`src/rtl/fft_frame_ctrl_if.sv`:
```
`default_nettype none
// ============================================================================
// Module   : fft_frame_ctrl_if
// Brief    : Streaming handshakes and FFT-core frame bus for fft_frame_ctrl.
// Revision : 1.0 - initial release
// ============================================================================
interface fft_frame_ctrl_if #(
    parameter int DATA_WIDTH = 16,
    parameter int N_POINT    = 16
);
    logic                          s_valid;
    logic                          s_ready;
    logic [DATA_WIDTH-1:0]         s_data;
    logic                          m_valid;
    logic                          m_ready;
    logic [DATA_WIDTH-1:0]         m_data;
    logic                          m_last;
    logic [N_POINT*DATA_WIDTH-1:0] core_x;
    logic [N_POINT*DATA_WIDTH-1:0] core_y;

    // slave: the frame controller itself
    modport slave (
        input  s_valid, s_data, m_ready, core_y,
        output s_ready, m_valid, m_data, m_last, core_x
    );

    // master: the sample source, sink and FFT core around the controller
    modport master (
        output s_valid, s_data, m_ready, core_y,
        input  s_ready, m_valid, m_data, m_last, core_x
    );
endinterface
`default_nettype wire

```
`src/rtl/fft_frame_ctrl.sv`:
```
`default_nettype none
// ============================================================================
// Module   : fft_frame_ctrl
// Brief    : Collects a frame of samples for a fixed-latency FFT core and
//            streams the core result back out with last-sample marking.
// Revision : 1.0 - initial release
// ============================================================================
module fft_frame_ctrl #(
    parameter int DATA_WIDTH   = 16,
    parameter int N_POINT      = 16,
    parameter int CORE_LATENCY = 4
) (
    input  wire logic        clk,
    input  wire logic        rst_n,
    input  wire logic        flush,
    fft_frame_ctrl_if.slave  bus,
    output logic             busy,
    output logic [15:0]      frame_cnt
);

    localparam int c_IDX_W = $clog2(N_POINT);
    localparam int c_LAT_W = $clog2(CORE_LATENCY + 1);

    localparam logic [c_IDX_W-1:0] c_IDX_LAST = c_IDX_W'(N_POINT - 1);
    localparam logic [c_IDX_W-1:0] c_IDX_ONE  = c_IDX_W'(1);
    localparam logic [c_LAT_W-1:0] c_LAT_MAX  = c_LAT_W'(CORE_LATENCY);
    localparam logic [c_LAT_W-1:0] c_LAT_ONE  = c_LAT_W'(1);

    typedef enum logic [1:0] {
        ST_FILL  = 2'd0,
        ST_WAIT  = 2'd1,
        ST_DRAIN = 2'd2
    } state_t;

    state_t                        r_state;
    logic [c_IDX_W-1:0]            r_wr_idx;
    logic [c_IDX_W-1:0]            r_rd_idx;
    logic [c_LAT_W-1:0]            r_lat_cnt;
    logic                          r_s_ready;
    logic                          r_m_valid;
    logic [15:0]                   r_frame_cnt;

    logic                          w_accept;
    logic                          w_consume;
    logic                          w_capture;
    logic                          w_wr_en;
    logic                          w_cap_en;
    logic [N_POINT*DATA_WIDTH-1:0] w_out_flat;

    assign w_accept  = bus.s_valid && r_s_ready && (r_state == ST_FILL);
    assign w_consume = r_m_valid && bus.m_ready && (r_state == ST_DRAIN);
    assign w_capture = (r_state == ST_WAIT) && (r_lat_cnt == c_LAT_MAX);

    // A flush on the same edge discards the coinciding accept or capture.
    assign w_wr_en  = w_accept  && !flush;
    assign w_cap_en = w_capture && !flush;

    // Per-slot buffers: an input slot only moves on its own accept, which
    // keeps core_x frozen for the whole core latency window.
    genvar k;
    generate
        for (k = 0; k < N_POINT; k++) begin : g_slot
            logic [DATA_WIDTH-1:0] r_in;
            logic [DATA_WIDTH-1:0] r_out;

            always_ff @(posedge clk or negedge rst_n) begin
                if (!rst_n) begin
                    r_in  <= '0;
                    r_out <= '0;
                end else begin
                    if (w_wr_en && (r_wr_idx == c_IDX_W'(k))) begin
                        r_in <= bus.s_data;
                    end
                    if (w_cap_en) begin
                        r_out <= bus.core_y[k*DATA_WIDTH +: DATA_WIDTH];
                    end
                end
            end

            assign bus.core_x[k*DATA_WIDTH +: DATA_WIDTH] = r_in;
            assign w_out_flat[k*DATA_WIDTH +: DATA_WIDTH] = r_out;
        end
    endgenerate

    always_ff @(posedge clk or negedge rst_n) begin
        if (!rst_n) begin
            r_state     <= ST_FILL;
            r_wr_idx    <= '0;
            r_rd_idx    <= '0;
            r_lat_cnt   <= '0;
            r_s_ready   <= 1'b0;
            r_m_valid   <= 1'b0;
            r_frame_cnt <= '0;
        end else if (flush) begin
            r_state   <= ST_FILL;
            r_wr_idx  <= '0;
            r_rd_idx  <= '0;
            r_lat_cnt <= '0;
            r_m_valid <= 1'b0;
            r_s_ready <= 1'b1;
        end else begin
            case (r_state)
                ST_FILL: begin
                    r_s_ready <= 1'b1;
                    if (w_accept) begin
                        r_wr_idx <= r_wr_idx + c_IDX_ONE;
                        if (r_wr_idx == c_IDX_LAST) begin
                            r_state   <= ST_WAIT;
                            r_lat_cnt <= '0;
                            r_s_ready <= 1'b0;
                        end
                    end
                end

                ST_WAIT: begin
                    r_lat_cnt <= r_lat_cnt + c_LAT_ONE;
                    if (w_capture) begin
                        r_state   <= ST_DRAIN;
                        r_rd_idx  <= '0;
                        r_m_valid <= 1'b1;
                    end
                end

                ST_DRAIN: begin
                    if (w_consume) begin
                        r_rd_idx <= r_rd_idx + c_IDX_ONE;
                        if (r_rd_idx == c_IDX_LAST) begin
                            r_state     <= ST_FILL;
                            r_m_valid   <= 1'b0;
                            r_s_ready   <= 1'b1;
                            r_wr_idx    <= '0;
                            r_frame_cnt <= r_frame_cnt + 16'd1;
                        end
                    end
                end

                default: begin
                    r_state   <= ST_FILL;
                    r_m_valid <= 1'b0;
                    r_s_ready <= 1'b1;
                end
            endcase
        end
    end

    // m_data and m_last derive only from rd_idx and the output buffer, so
    // they hold by construction while the sink stalls.
    assign bus.s_ready = r_s_ready;
    assign bus.m_valid = r_m_valid;
    assign bus.m_data  = w_out_flat[r_rd_idx*DATA_WIDTH +: DATA_WIDTH];
    assign bus.m_last  = (r_state == ST_DRAIN) && (r_rd_idx == c_IDX_LAST);
    assign busy        = (r_state != ST_FILL) || (r_wr_idx != '0);
    assign frame_cnt   = r_frame_cnt;

endmodule
`default_nettype wire

```
`src/flat_wrapper.sv`:
```
// flat-port wrapper written by rule: the top's interface ports become plain ports
module fft_frame_ctrl_flat 
#(
    parameter int DATA_WIDTH   = 16,
    parameter int N_POINT      = 16,
    parameter int CORE_LATENCY = 4
)
  (clk, rst_n, flush, busy, frame_cnt, bus_s_valid, bus_s_data, bus_m_ready, bus_core_y, bus_s_ready, bus_m_valid, bus_m_data, bus_m_last, bus_core_x);
  fft_frame_ctrl_if #(.DATA_WIDTH(DATA_WIDTH), .N_POINT(N_POINT)) bus_i ();
  input  wire logic clk;
  input  wire logic rst_n;
  input  wire logic flush;
  output logic busy;
  output logic [15:0] frame_cnt;
  input wire logic [$bits(bus_i.s_valid)-1:0] bus_s_valid;
  input wire logic [$bits(bus_i.s_data)-1:0] bus_s_data;
  input wire logic [$bits(bus_i.m_ready)-1:0] bus_m_ready;
  input wire logic [$bits(bus_i.core_y)-1:0] bus_core_y;
  output wire logic [$bits(bus_i.s_ready)-1:0] bus_s_ready;
  output wire logic [$bits(bus_i.m_valid)-1:0] bus_m_valid;
  output wire logic [$bits(bus_i.m_data)-1:0] bus_m_data;
  output wire logic [$bits(bus_i.m_last)-1:0] bus_m_last;
  output wire logic [$bits(bus_i.core_x)-1:0] bus_core_x;
  assign bus_i.s_valid = bus_s_valid;
  assign bus_i.s_data = bus_s_data;
  assign bus_i.m_ready = bus_m_ready;
  assign bus_i.core_y = bus_core_y;
  assign bus_s_ready = bus_i.s_ready;
  assign bus_m_valid = bus_i.m_valid;
  assign bus_m_data = bus_i.m_data;
  assign bus_m_last = bus_i.m_last;
  assign bus_core_x = bus_i.core_x;
  fft_frame_ctrl #(.DATA_WIDTH(DATA_WIDTH), .N_POINT(N_POINT), .CORE_LATENCY(CORE_LATENCY)) u_core (.clk(clk), .rst_n(rst_n), .flush(flush), .bus(bus_i), .busy(busy), .frame_cnt(frame_cnt));
endmodule
```
`config.mk`:
```
export PLATFORM = sky130hd
export DESIGN_NAME = fft_frame_ctrl_flat
export DESIGN_NICKNAME = d
export VERILOG_FILES = /design/src/rtl/fft_frame_ctrl_if.sv /design/src/rtl/fft_frame_ctrl.sv /design/src/flat_wrapper.sv
export SDC_FILE = /design/constraint.sdc
export NUM_CORES = 1
export LEC_CHECK = 0
export BUFFER_PORTS_ARGS = -buffer_cell sky130_fd_sc_hd__buf_4
export CAP_MARGIN = 15
export CORE_AREA = 4 4 220 222
export CTS_BUF_LIST = sky130_fd_sc_hd__clkbuf_8
export DETAILED_ROUTE_END_ITERATION = 6
export DIE_AREA = 0 0 224 226
export MAX_ROUTING_LAYER = met4
export PLACE_DENSITY = 0.8
export SYNTH_ARGS = -nofsm -noshare
export SYNTH_HDL_FRONTEND = slang
export SYNTH_SLANG_ARGS = --single-unit
```
`constraint.sdc`:
```
create_clock -name clk -period 3.5 [get_ports clk]
set_input_delay 0.875 -clock clk [delete_from_list [all_inputs] [get_ports clk]]
set_output_delay 0.875 -clock clk [all_outputs]
set_load 0.03 [all_outputs]
```
; Yosys cells after proc, flatten, opt, wreduce, memory -nomap -nowiden
; Index checks and enable logic that the tools add are counted.
[totals]
word_cells = 142
reg_bits = 543
out_inout_bits = 292
[classes]
n_mux = 31
addsub = 4
shifts = 1
reduce_logical = 40
eq_ne = 26
n_bitwise = 1
[ops]
columns = operator, n
row1 = indexed part select 256 x 9 -> 16 bit, 1
row2 = == test 4 bit (second input constant), 9
row3 = 2-to-1 mux 4 bit, 7
row4 = logical AND 1 bit, 24
row5 = adder 16 x 1 -> 16 bit (second input constant), 1
row6 = == test 4 x 3 -> 1 bit (second input constant), 4
row7 = one-hot mux 4 bit (2 select lines), 2
row8 = 2-to-1 mux 2 bit, 6
row9 = inequality test 3 x 2 -> 1 bit (second input constant), 4
row10 = AND reduction 4 bit, 3
row11 = 2-to-1 mux 1 bit, 9
row12 = 2-to-1 mux 3 bit, 3
row13 = AND reduction 3 bit, 3
row14 = nonzero test 3 bit, 3
row15 = adder 4 x 1 -> 4 bit (second input constant), 2
row16 = == test 4 x 2 -> 1 bit (second input constant), 2
row17 = one-hot mux 1 bit (3 select lines), 2
row18 = one-hot mux 2 bit (3 select lines), 1
row19 = one-hot mux 3 bit (2 select lines), 1
row20 = AND reduction 5 bit, 1
row21 = == test 4 x 1 -> 1 bit (second input constant), 1
row22 = zero test 4 bit, 1
row23 = inequality test 2 bit (second input constant), 2
row24 = nonzero test 4 bit, 1
row25 = 10 further kinds, 10

; Depth between registers and ports, before layout
[logic_depth]
depth_word = 5
depth_mapped = 7
mapped_depth_nobuf = 6

; Worst setup path after synthesis
; OpenSTA, ideal clock, no wires.
[synth_path]
path_type = register to output
start = register u_core.r_rd_idx[0]
end = output bus_m_data[13]
stages_incl_launch_ff = 6
t_arrival_ps = 1996
path_slack_ps = 629
cell_sequence = dfrtp_1 buf_1 buf_2 mux4_2 nand3_1 nand3_1
[synth_between]
elab_chain_len = 1
[synth_rtl]
columns = element, line
row1 = "start, declared", fft_frame_ctrl.sv:37  ; logic [c_IDX_W-1:0] r_rd_idx;
row2 = "start signal, assigned", fft_frame_ctrl.sv:126  ; r_rd_idx <= r_rd_idx + c_IDX_ONE;
row3 = indexed part select 256 x 9 -> 16 bit, fft_frame_ctrl.sv:150  ; assign bus.m_data = w_out_flat[r_rd_idx*DATA_WIDTH +: DATA_WIDTH];
row4 = "end, declared", flat_wrapper.sv:21  ; output wire logic [$bits(bus_i.m_data)-1:0] bus_m_data;
; Every way passes these cells.

; Final worst setup path
[layout_path]
start = register u_core.r_rd_idx[0]
end = output bus_m_data[0]
; Same word-level chain as after synthesis.

==> flow_summary.yaml <==
cts:
  cts_max_level: 3
  clock_latency_ns: 0.65
  numCtsBuffers: 87
  cts.path.max_buffers: 3
  clkTransAtPathRegs_ns: 0.06
  cts_hold_repair.buffers: 0
  cts_tree: "yes"
  clock_sinks: 543
  root_buffer: "clkbuf_8"
die:
  fp.dieW_um: 224
  fp.dieH_um: 226
  io_pins: 569
  dieArea_um2: 50600
  start_util: 0.486
  num_rows: 79
  fp.coreArea_um2: 46400
timing:
  drv_slew: 0
  worst_clock_skew_ns: 0.0328
  slew_headroom: 0.439
  period_share: 0.990
  finalCriticalPeriod_ns: 3.47
  fmax_ghz: 0.288
  holdWs_ns: 0.197
  hold_viol: 0
  worst_pin_slew_ns: 0.841
  setup_viol_count_final: 0
grt:
  grt_pass1_vias: 16100
  grt_util_all_layers: 0.267
  grt_max_degree: 89
  grt_pass1_wl_um: 99700
  grt_overflow: 0
  antenna_found_initial: 6
critical_path:
  startpoint_type: "register"
  reg2reg_depth: 5
  cp.required_ns: 2.62
  slowest_delay_ns: 0.52
  crit_family: "multiplexers"
  crit_chain: "buf_16 -> mux4_2 -> o22ai_1 -> nor2_1 -> buf_4"
  arrival_ns: 2.59
  worst-path-stages: 5
  crit_type: "register to output port"
  worstPathMaxFanout: 14
  end_kind: "output port"
  cp_slowest_cell: "mux4_2"
  path_buf_inv: 2
routing:
  drc: 0
  wl_per_cell_um: 24.5
  drtAntennaViolNets: 0
  viasPerCell: 5.56
  vias: 15000
  drtIter0Drc: 1062
  firstDrtPassIters: 5
  wirelength_um: 66400
synth:
  yosys_warnings: 0
  synthFlopType: "dfrtp_1"
  syn-num-nets: 1697
  ys_types: 47
  seq_area_frac_synth: 0.603
  syn_inst: 1412
  avgSynthCellArea_um2: 16.0
  synth_area_um2: 22600
  async_flop_share: 1.00
  synth_edf_count: 0
  synth_seq_cells: 543
placed_design:
  post_dp_cell_area_um2: 27700
  gp_congestion: 0.888
  hpwl_um: 49000
  portBuffers: 568
final_layout:
  design_area_um2: 29600
  fill_cells: 3312
  multi_input_area_um2: 8650
  finalNetCount: 2319
  seq_area_um2: 13600
  drive_above_1_share: 0.645
  area_delta_synth_final_pct: 31.2
power_and_ir_drop:
  p_leak_uw: 0.0147
  ir_worst_vdd_uv: 342
  powerDensity_nw_per_um2: 493
worst_hold_path:
  holdCritPathClass: "input pin to async pin"
run_status:
  status: "completed"
job:
  drv_cap: 0
cells in the final DEF (no fill, tap or decap), types with 4 or more instances in the layout:
cell	synthesis	routed
a21oi_1	4	4
and3_1	7	7
buf_12	0	13
buf_4	4	602
clkbuf_8	0	104
clkinv_2	0	12
dfrtp_1	543	541
diode_2	0	7
ha_1	8	8
inv_1	7	34
mux2_2	495	495
mux2_4	20	20
mux4_2	64	64
nand2_1	21	19
nand2b_1	7	6
nand3_1	20	19
nand4_1	4	4
nand4b_1	4	4
nor2_1	28	24
nor2_2	4	7
nor2b_1	4	4
nor3_1	4	4
o21ai_0	7	7
o22ai_1	27	19
o22ai_2	0	7
xnor2_1	10	10
xor2_1	6	6
layer usage:
layer / GRT usage / vias up / share of wire
met2: 0.423 / 720 / 0.49
met3: 0.0775 / 126 / 0.089
met5: - / - / 0
li1: - / 6428 / -
met1: 0.320 / 7765 / 0.38
met4: 0.121 / 0 / 0.046
power by group:
| part | total (uW) | leakage, uW | switching, uW | internal (uW) |
|---|---|---|---|---|
| clock | 5190 | 0.000958 | 2440 | 2750 |
| combinational | 2320 | 0.00660 | 1270 | 1060 |
| sequential | 7070 | 0.00718 | 311 | 6750 |
| total | 14600 | 0.0147 | 4010 | 10600 |
worst register-to-register path, delay by kind of cell (launching register included):
kind / cells / cell delay (ns)
flip-flops: 1 / 0.57
buffers and inverters: 1 / 0.31
multiplexers: 1 / 0.38
AND/OR/NAND/NOR: 3 / 1.23
flip-flops by register name, indices dropped and copies added, names as in the netlist:
signal,cells
u_core.bus.s_ready,1
u_core.r_wr_idx,4
u_core.r_lat_cnt,3
u_core.g_slot.r_out,256
u_core.frame_cnt,16
u_core.g_slot.r_in,256
u_core.r_state,2
u_core.bus.m_valid,1
u_core.r_rd_idx,4
layout make-up:
| type | instances | area share |
|---|---|---|
| antenna | 7 | 0.000592 |
| clock buffer | 104 | 0.0484 |
| clock inverter | 44 | 0.00753 |
| inverter | 7 | 0.000888 |
| multi-input combinational | 774 | 0.292 |
| sequential | 543 | 0.460 |
| tap | 607 | 0.0257 |
| timing repair buffer | 621 | 0.165 |
synth_stat cells, drive strengths merged (4+ instances only):
master  instances  area [um2]
ha              8         100
nand3          20         100
mux2          515        5870
and3            7        43.8
mux4           64        1440
nand2          21        78.8
o22ai          27         169
nor2           32         130
a21oi           4        20.0
nand4b          4        35.0
xor2            6        52.6
nor3            5        30.0
dfrtp         543       13600
nand2b          7        43.8
inv             7        26.3
nand4           4        25.0
xnor2          10        87.6
buf            30         176
clkbuf         58         218
nor2b           4        25.0
o21ai           7        35.0
worst paths after layout:
kind | start | slack [ns] | endpoint
min in group clk | bus_core_y[182] | 0.45 | u_core.g_slot[11].r_out[6]
worst max register to register | u_core.r_state[1] | 0.92 | u_core.g_slot[2].r_in[1]
worst min register to register | u_core.frame_cnt[15] | 0.49 | u_core.frame_cnt[15]
max in group asynchronous | rst_n | 2.19 | u_core.g_slot[5].r_in[15]
worst max-delay path | u_core.r_rd_idx[0] | 0.03 | bus_m_data[0]
worst min-delay path | rst_n | 0.20 | u_core.g_slot[10].r_out[13]
timing repair:
item                       4_1_cts  5_1_grt
setup endpoints to repair       15       11
setup buffers                    4        1
gates resized for setup         16        5
pin swaps                        0        0
gates cloned                     1        0
through the flow:
| stage | total power, uW | setup TNS [ns] | util | std cells | setup slack, ns |
|---|---|---|---|---|---|
| 3_5_place_dp | 9500 | 0 | 0.598 | 2546 | 0.446 |
| 2_1_floorplan | 8260 | 0 | - | 1412 | 0.629 |
| 6_report | 14600 | 0 | 0.638 | 2707 | 0.0333 |
| 3_3_place_gp | 9440 | 0 | 0.598 | 2546 | 0.476 |
| 5_1_grt | 15100 | -0.0301 | 0.638 | 2706 | -0.0169 |
| 4_1_cts | 14700 | 0 | 0.637 | 2699 | 0.00241 |
cell families (layout without fill, tap and decap cells):
logic type,Yosys count,after routing,synth area share
flops,543,543,0.603
other cells,0,7,0
buf+inv,95,776,0.0186
xor+xnor,16,16,0.00621
fa+ha+maj,8,8,0.00444
compound gates,50,50,0.0141
mux,581,581,0.325
simple gates,119,119,0.0287
(Power assumes the default switching activity.)
